**config.mk**
```make
export PLATFORM = sky130hd
export DESIGN_NAME = ram_scan_reader
export DESIGN_NICKNAME = d
export VERILOG_FILES = /design/src/rtl/ram_scan_reader.sv
export SDC_FILE = /design/constraint.sdc
export NUM_CORES = 1
export LEC_CHECK = 0
export ABC_AREA = 1
export ABC_CLOCK_PERIOD_IN_PS = 2900
export CORE_MARGIN = 8
export CORE_UTILIZATION = 25
export DETAILED_ROUTE_END_ITERATION = 6
export MAX_ROUTING_LAYER = met4
export RECOVER_POWER = 25
export SLEW_MARGIN = 20
export SYNTH_ARGS = -nofsm -noshare
export SYNTH_HDL_FRONTEND = slang
export SYNTH_SLANG_ARGS = --single-unit
```
**constraint.sdc**
```tcl
create_clock -name clk -period 2.9 [get_ports clk]
set_input_delay 0.58 -clock clk [delete_from_list [all_inputs] [get_ports clk]]
set_output_delay 0.58 -clock clk [all_outputs]
set_load 0.01 [all_outputs]
```
**src/rtl/ram_scan_reader.sv**
```systemverilog
// ram_scan_reader: walks a synchronous RAM one word at a time and registers
// each {address, data} pair for the HEX display path.
// Latency: rd_en one cycle after the trigger; disp_valid RD_LATENCY+1 cycles after rd_en.
// Backpressure: none. Triggers that arrive while a read is in flight are dropped, not queued.
//
// Ports:
//   clk, reset_n          clock (rising edge) and async active-low reset
//   run                   1 = auto scan on each tick, 0 = manual step mode
//   step                  debounced step request; its rising edge triggers one read
//   rd_en/rd_addr         RAM read strobe (one cycle per read) and scan pointer
//   rd_data               RAM read data, valid RD_LATENCY cycles after rd_en
//   disp_addr/disp_data   address and data of the last completed read
//   disp_valid            one-cycle pulse when disp_addr/disp_data update
//   busy                  high while a read is in flight
module ram_scan_reader #(
  parameter int ADDR_W      = 5,
  parameter int DATA_W      = 4,
  parameter int TICK_CYCLES = 50_000_000,
  parameter int RD_LATENCY  = 1
) (
  input  logic              clk,
  input  logic              reset_n,
  input  logic              run,
  input  logic              step,
  output logic              rd_en,
  output logic [ADDR_W-1:0] rd_addr,
  input  logic [DATA_W-1:0] rd_data,
  output logic [ADDR_W-1:0] disp_addr,
  output logic [DATA_W-1:0] disp_data,
  output logic              disp_valid,
  output logic              busy
);

  localparam int TW = (TICK_CYCLES > 2) ? $clog2(TICK_CYCLES) : 1;
  localparam logic [TW-1:0] TICK_LAST = TW'(TICK_CYCLES - 1);
  // WAIT lasts RD_LATENCY-1 cycles; the counter starts at 0 on WAIT entry.
  localparam logic [1:0] LAT_LAST = 2'((RD_LATENCY >= 2) ? (RD_LATENCY - 2) : 0);

  typedef enum logic [1:0] {
    IDLE    = 2'd0,
    ISSUE   = 2'd1,
    WAIT    = 2'd2,
    CAPTURE = 2'd3
  } state_t;

  state_t        state;
  logic [TW-1:0] tick_cnt;
  logic          step_q;
  logic [1:0]    lat_cnt;
  logic          tick;
  logic          step_edge;

  assign tick      = (tick_cnt == TICK_LAST) && run;
  assign step_edge = step && !step_q;
  assign busy      = (state != IDLE);

  // Free-running tick timer; cleared whenever auto mode is off so the first
  // tick after run rises is a full period away.
  always_ff @(posedge clk or negedge reset_n) begin
    if (!reset_n) begin
      tick_cnt <= '0;
    end else if (!run) begin
      tick_cnt <= '0;
    end else if (tick_cnt == TICK_LAST) begin
      tick_cnt <= '0;
    end else begin
      tick_cnt <= tick_cnt + 1'b1;
    end
  end

  always_ff @(posedge clk or negedge reset_n) begin
    if (!reset_n) begin
      step_q <= 1'b0;
    end else begin
      step_q <= step;
    end
  end

  always_ff @(posedge clk or negedge reset_n) begin
    if (!reset_n) begin
      state      <= IDLE;
      rd_en      <= 1'b0;
      rd_addr    <= '0;
      disp_addr  <= '0;
      disp_data  <= '0;
      disp_valid <= 1'b0;
      lat_cnt    <= '0;
    end else begin
      disp_valid <= 1'b0;
      case (state)
        IDLE: begin
          // Step edges only count in manual mode; anything seen outside IDLE
          // is simply lost because this is the only state that looks at it.
          if (tick || (step_edge && !run)) begin
            state <= ISSUE;
            rd_en <= 1'b1;
          end
        end
        ISSUE: begin
          rd_en   <= 1'b0;
          lat_cnt <= '0;
          state   <= (RD_LATENCY == 1) ? CAPTURE : WAIT;
        end
        WAIT: begin
          if (lat_cnt == LAT_LAST) begin
            state <= CAPTURE;
          end else begin
            lat_cnt <= lat_cnt + 1'b1;
          end
        end
        CAPTURE: begin
          disp_data  <= rd_data;
          disp_addr  <= rd_addr;
          rd_addr    <= rd_addr + 1'b1;  // natural wrap at 2**ADDR_W
          disp_valid <= 1'b1;
          state      <= IDLE;
        end
        default: begin
          state <= IDLE;
          rd_en <= 1'b0;
        end
      endcase
    end
  end

endmodule

```
Word level (Yosys, flattened, before mapping)
Index checks and enable logic that the tools add are counted.

Flip-flop bits (word level): 47. Output and inout bits: 17. Memory bits (read-only): 0. Memories: 0. Input bits: 8. Bits in latches: 0. Word-level logic and storage cells: 43. RAM bits: 0.

Magnitude comparators: 0. Equal/unequal tests: 7. $add $sub $neg: 3. Bitwise logic cells: 0. Divide/modulo/power cells: 0. Shifts and indexed selects: 0. Muxes and demuxes: 10. Reductions and logical operators: 14. $mul: 0.

Operators by type and width (number): $mux 26 (2); $add 26x1->26 const B (1); $eq 26x26->1 const B (1); $pmux 2 s4 (1); $mux 2 (3); $ne 2x2->1 const B (3); $reduce_and 2->1 (3); $reduce_bool 2->1 (3); $add 5x1->5 const B (1); $eq 2x2->1 const B (2); $logic_not 2->1 (2); $pmux 2 s2 (1); $logic_and 1x1->1 (3); $add 2x1->2 const B (1); $eq 2x1->1 const B (1); $logic_not 1->1 (2); $mux 1 (2); $pmux 1 s2 (1); $logic_or 1x1->1 (1).

Longest topological paths before layout
Depth in word-level cells: 6. Depth in mapped cells: 10. Mapped depth without buffers: 10.

Worst setup path after synthesis
Ideal clock, no wire load.

Kind: register to register. From: reg state[0]. To: reg disp_addr[2]. Setup time: 0.125 ns. Clock period less this slack: 1.488 ns. Path buffers: 2. Required time: 2.775 ns. Slack: 1.412 ns. Cell stages (with the launch flop): 5. Arrival time: 1.364 ns. Cell sequence: dfrtp_1 ha_1 clkbuf_1 buf_2 mux2_2.

Word-level cells in the longest chain between the ends: 1.

RTL lines: start: declaration (RTL line 46) `state_t state;`; start signal: assignment (RTL line 102) `state <= (RD_LATENCY == 1) ? CAPTURE : WAIT;`; $eq 2x2->1 (RTL line 90) `case (state)`; end signal: assignment (RTL line 113) `disp_addr <= rd_addr;`; end: declaration (RTL line 28) `output logic [ADDR_W-1:0] disp_addr,`.

No other way between the ends. A chain may end at the register's enable or synchronous reset.

Worst setup path after layout
From: reg state[0]. To: out busy.

Word-level cells in the longest chain between the ends: 1.

RTL lines: $reduce_bool 2->1 (RTL line 55) `assign busy = (state != IDLE);`; end: declaration (RTL line 31) `output logic busy`.

No other way between the ends.

==> results.md <==
- Port bufs: 24
- Measured slew at the worst slew-check pin: 1.73 ns
- Violated checks: max-capacitance violations, max-slew violations
- Crit path DAT: 1.68 ns
- HP Class: flip-flop to flip-flop
- Final Cycle Share: just under 80%
- Min Clock Period, post-route: 2.26 ns
- Worst reg-to-reg path cell count: 10
- Remaining DRCs: 0
- Mapped cell area: 2480 sq um
- DRT Pass-1 Iters: 4
- Die height: 116 um
- Share of layout cells above drive strength 1: 14.0%
- CTS Hold Bufs: 0
- Final hold vios: 0
- Total wire length: 5150 um
- Fmax: 442 MHz
- Mapped Cells: 284
- Clock tree buffer depth: 2
- TritonCTS Buffers: 5
- Final HPWL DP: 3850 um
- Max Cap Violations: 1
- Outcome: finished with violations
- Post-cts sizing count: 0
- Pwr dens: 661 nW/um^2
- Clock Skew: 0.00393 ns
- Warnings from Yosys: 0
- Slew Limit Headroom: -15.5%
- Die area: around 13000 sq um
- Final setup TNS: 0 ns
- Total design power: 1.97 mW
- Setup CP Type: flip-flop to primary output
- Syn avg cell area: 8.73 sq um
- H-tree Lvls: 2
- Worst-skew pair later-pin latency: 0.29 ns
- DRT iter0 DRCs: 43
- I/O pins: 25
- Dpl cells: 440
- RSZ-0062 raised after global routing: no
- Setup Viol. Count Final: 0
- Overall routing resource usage: 8.85%
- Total gr overflow: 0
- Rows: 36
- Post-CTS Setup Inserts: 0
- Hold Crit Depth: 1
- WP data required: 2.32 ns
- Initial Util: about a quarter
- Vias: 1897
- Layout Nets: 330
- Vias in the first global route: 1967
- Die X: ~120 um
- DR vias/cell: 4.22
- Core Area: 9680 sq um
- Worst-path fanout max: 5
- First-pass GRT wire length: 9270 um
- Leakage: 1.33 nW
- CP startpoint kind: flip-flop
- CP endpoint kind: primary output
- R2r setup slk: 1.19 ns
- Wire length per cell: about 11 um
- Synthesized flop and latch total: 47
- Antenna violations before repair: 1
- Finished Layout Cells: between 400 and 500
- Synth cell types: 31
- Fin. max-slew vios: 32
- Post-synthesis sequential area ratio: a little under half
- CTS sink count: 47
- Root Driver: clkbuf_8
- VDD IR max: 0.000401 V
- TritonCTS clock tree: yes
- Routability cong.: around 0.8
- Post-Syn Nets: 300
- Largest net degree at the start of global routing: 32
- Clock slew at reported path FFs: approximately 0.080 ns
- Antenna viol nets, final: 0
- Area Overhead vs Synth: 20.1%
## critical path, cell delays in order, from the launching register on
cell             delay, ns
dfrtp_1               0.43
inv_1                 0.09
ha_1                  0.24
inv_1                 0.08
clkdlybuf4s50_1       0.54
## power by group
group | switching (mW) | internal, mW
registers | 0.104 | 0.784
clock network | 0.211 | 0.218
logic | 0.295 | 0.356
## synthesized netlist by cell type (all sizes together)
cell type,count,area (sq um)
clkbuf,1,3.75
clkinv,1,3.75
a211oi,2,15.0
inv,37,139
dfrtp,47,1180
xor2,9,78.8
nor3b,1,7.51
nand4,5,31.3
o21a,1,7.51
o21ai,7,35.0
mux2,8,90.1
buf,2,16.3
nor3,8,50.1
nor2,52,259
nand2,57,246
ha,8,100
xnor2,4,35.0
and3,1,6.26
nand3,23,125
a21oi,10,53.8
## cell usage in the layout (no fill, tap or decap), types with 6 or more instances in the layout
cell / count
a21oi_1: 9
clkbuf_8: 7
clkdlybuf4s50_1: 22
dfrtp_1: 47
ha_1: 8
inv_1: 32
mux2_2: 8
nand2_1: 50
nand3_1: 21
nor2_1: 42
nor3_1: 6
o21ai_0: 6
xor2_1: 9
## logic make-up (layout without fill, tap and decap cells)
logic type	count (synthesis)	after routing	share of synthesized area (%)
AO/OA/AOI/OAI	20	20	4.49
adder cells (fa/ha/maj)	8	8	4.04
buffers and inverters	41	72	6.56
multiplexers	8	8	3.63
other	0	1	0
XOR/XNOR	13	13	4.59
AND/OR/NAND/NOR	147	147	29.3
flip-flops	47	47	47.4
## flip-flops by register name, indices dropped and copies added (netlist names)
| signal | cells |
|---|---|
| disp_addr | 5 |
| disp_data | 4 |
| disp_valid | 1 |
| lat_cnt | 2 |
| rd_addr | 5 |
| rd_en | 1 |
| state | 2 |
| step_q | 1 |
| tick_cnt | 26 |
## routing by layer
layer / wire [um] / GRT usage, % / vias up / share of wire (%)
met3: 331 / 3.28 / 8 / 6.4
met1: 2490 / 11.1 / 897 / 48
met4: 63 / 2.71 / 0 / 1.2
li1: - / - / 962 / -
met5: 0 / - / - / 0
met2: 2270 / 13.0 / 30 / 44
## through the flow
| step | setup slack (ns) | instance area, sq um | utilization, % | hold WS (ns) |
|---|---|---|---|---|
| floorplan | 1.41 | 2480 | - | 0.284 |
| global placement | 0.946 | 2880 | 29.7 | 0.489 |
| detailed placement | 0.905 | 2880 | 29.7 | 0.488 |
| CTS | 0.612 | 2980 | 30.7 | 0.356 |
| global route | 0.537 | 2980 | 30.7 | 0.528 |
| finish | 0.640 | 2980 | 30.7 | 0.496 |
## area by class of cell
cell class / count / area, sq um
Fill cell: 1028 / 6710
Sequential cell: 47 / 1180
Multi-Input combinational cell: 196 / 1140
Timing Repair Buffer: 26 / 249
Tap cell: 133 / 166
Inverter: 38 / 143
Clock buffer: 8 / 100
Antenna cell: 1 / 2.50
## worst paths after layout
check | startpoint | to
min | tick_cnt[25] | tick_cnt[25]
min in group asynchronous | reset_n | tick_cnt[20]
min reg2reg | tick_cnt[25] | tick_cnt[25]
max | state[0] | busy
max reg2reg | tick_cnt[0] | tick_cnt[14]
max in group asynchronous | reset_n | disp_addr[1]
Power figures use the tool's default switching activity.
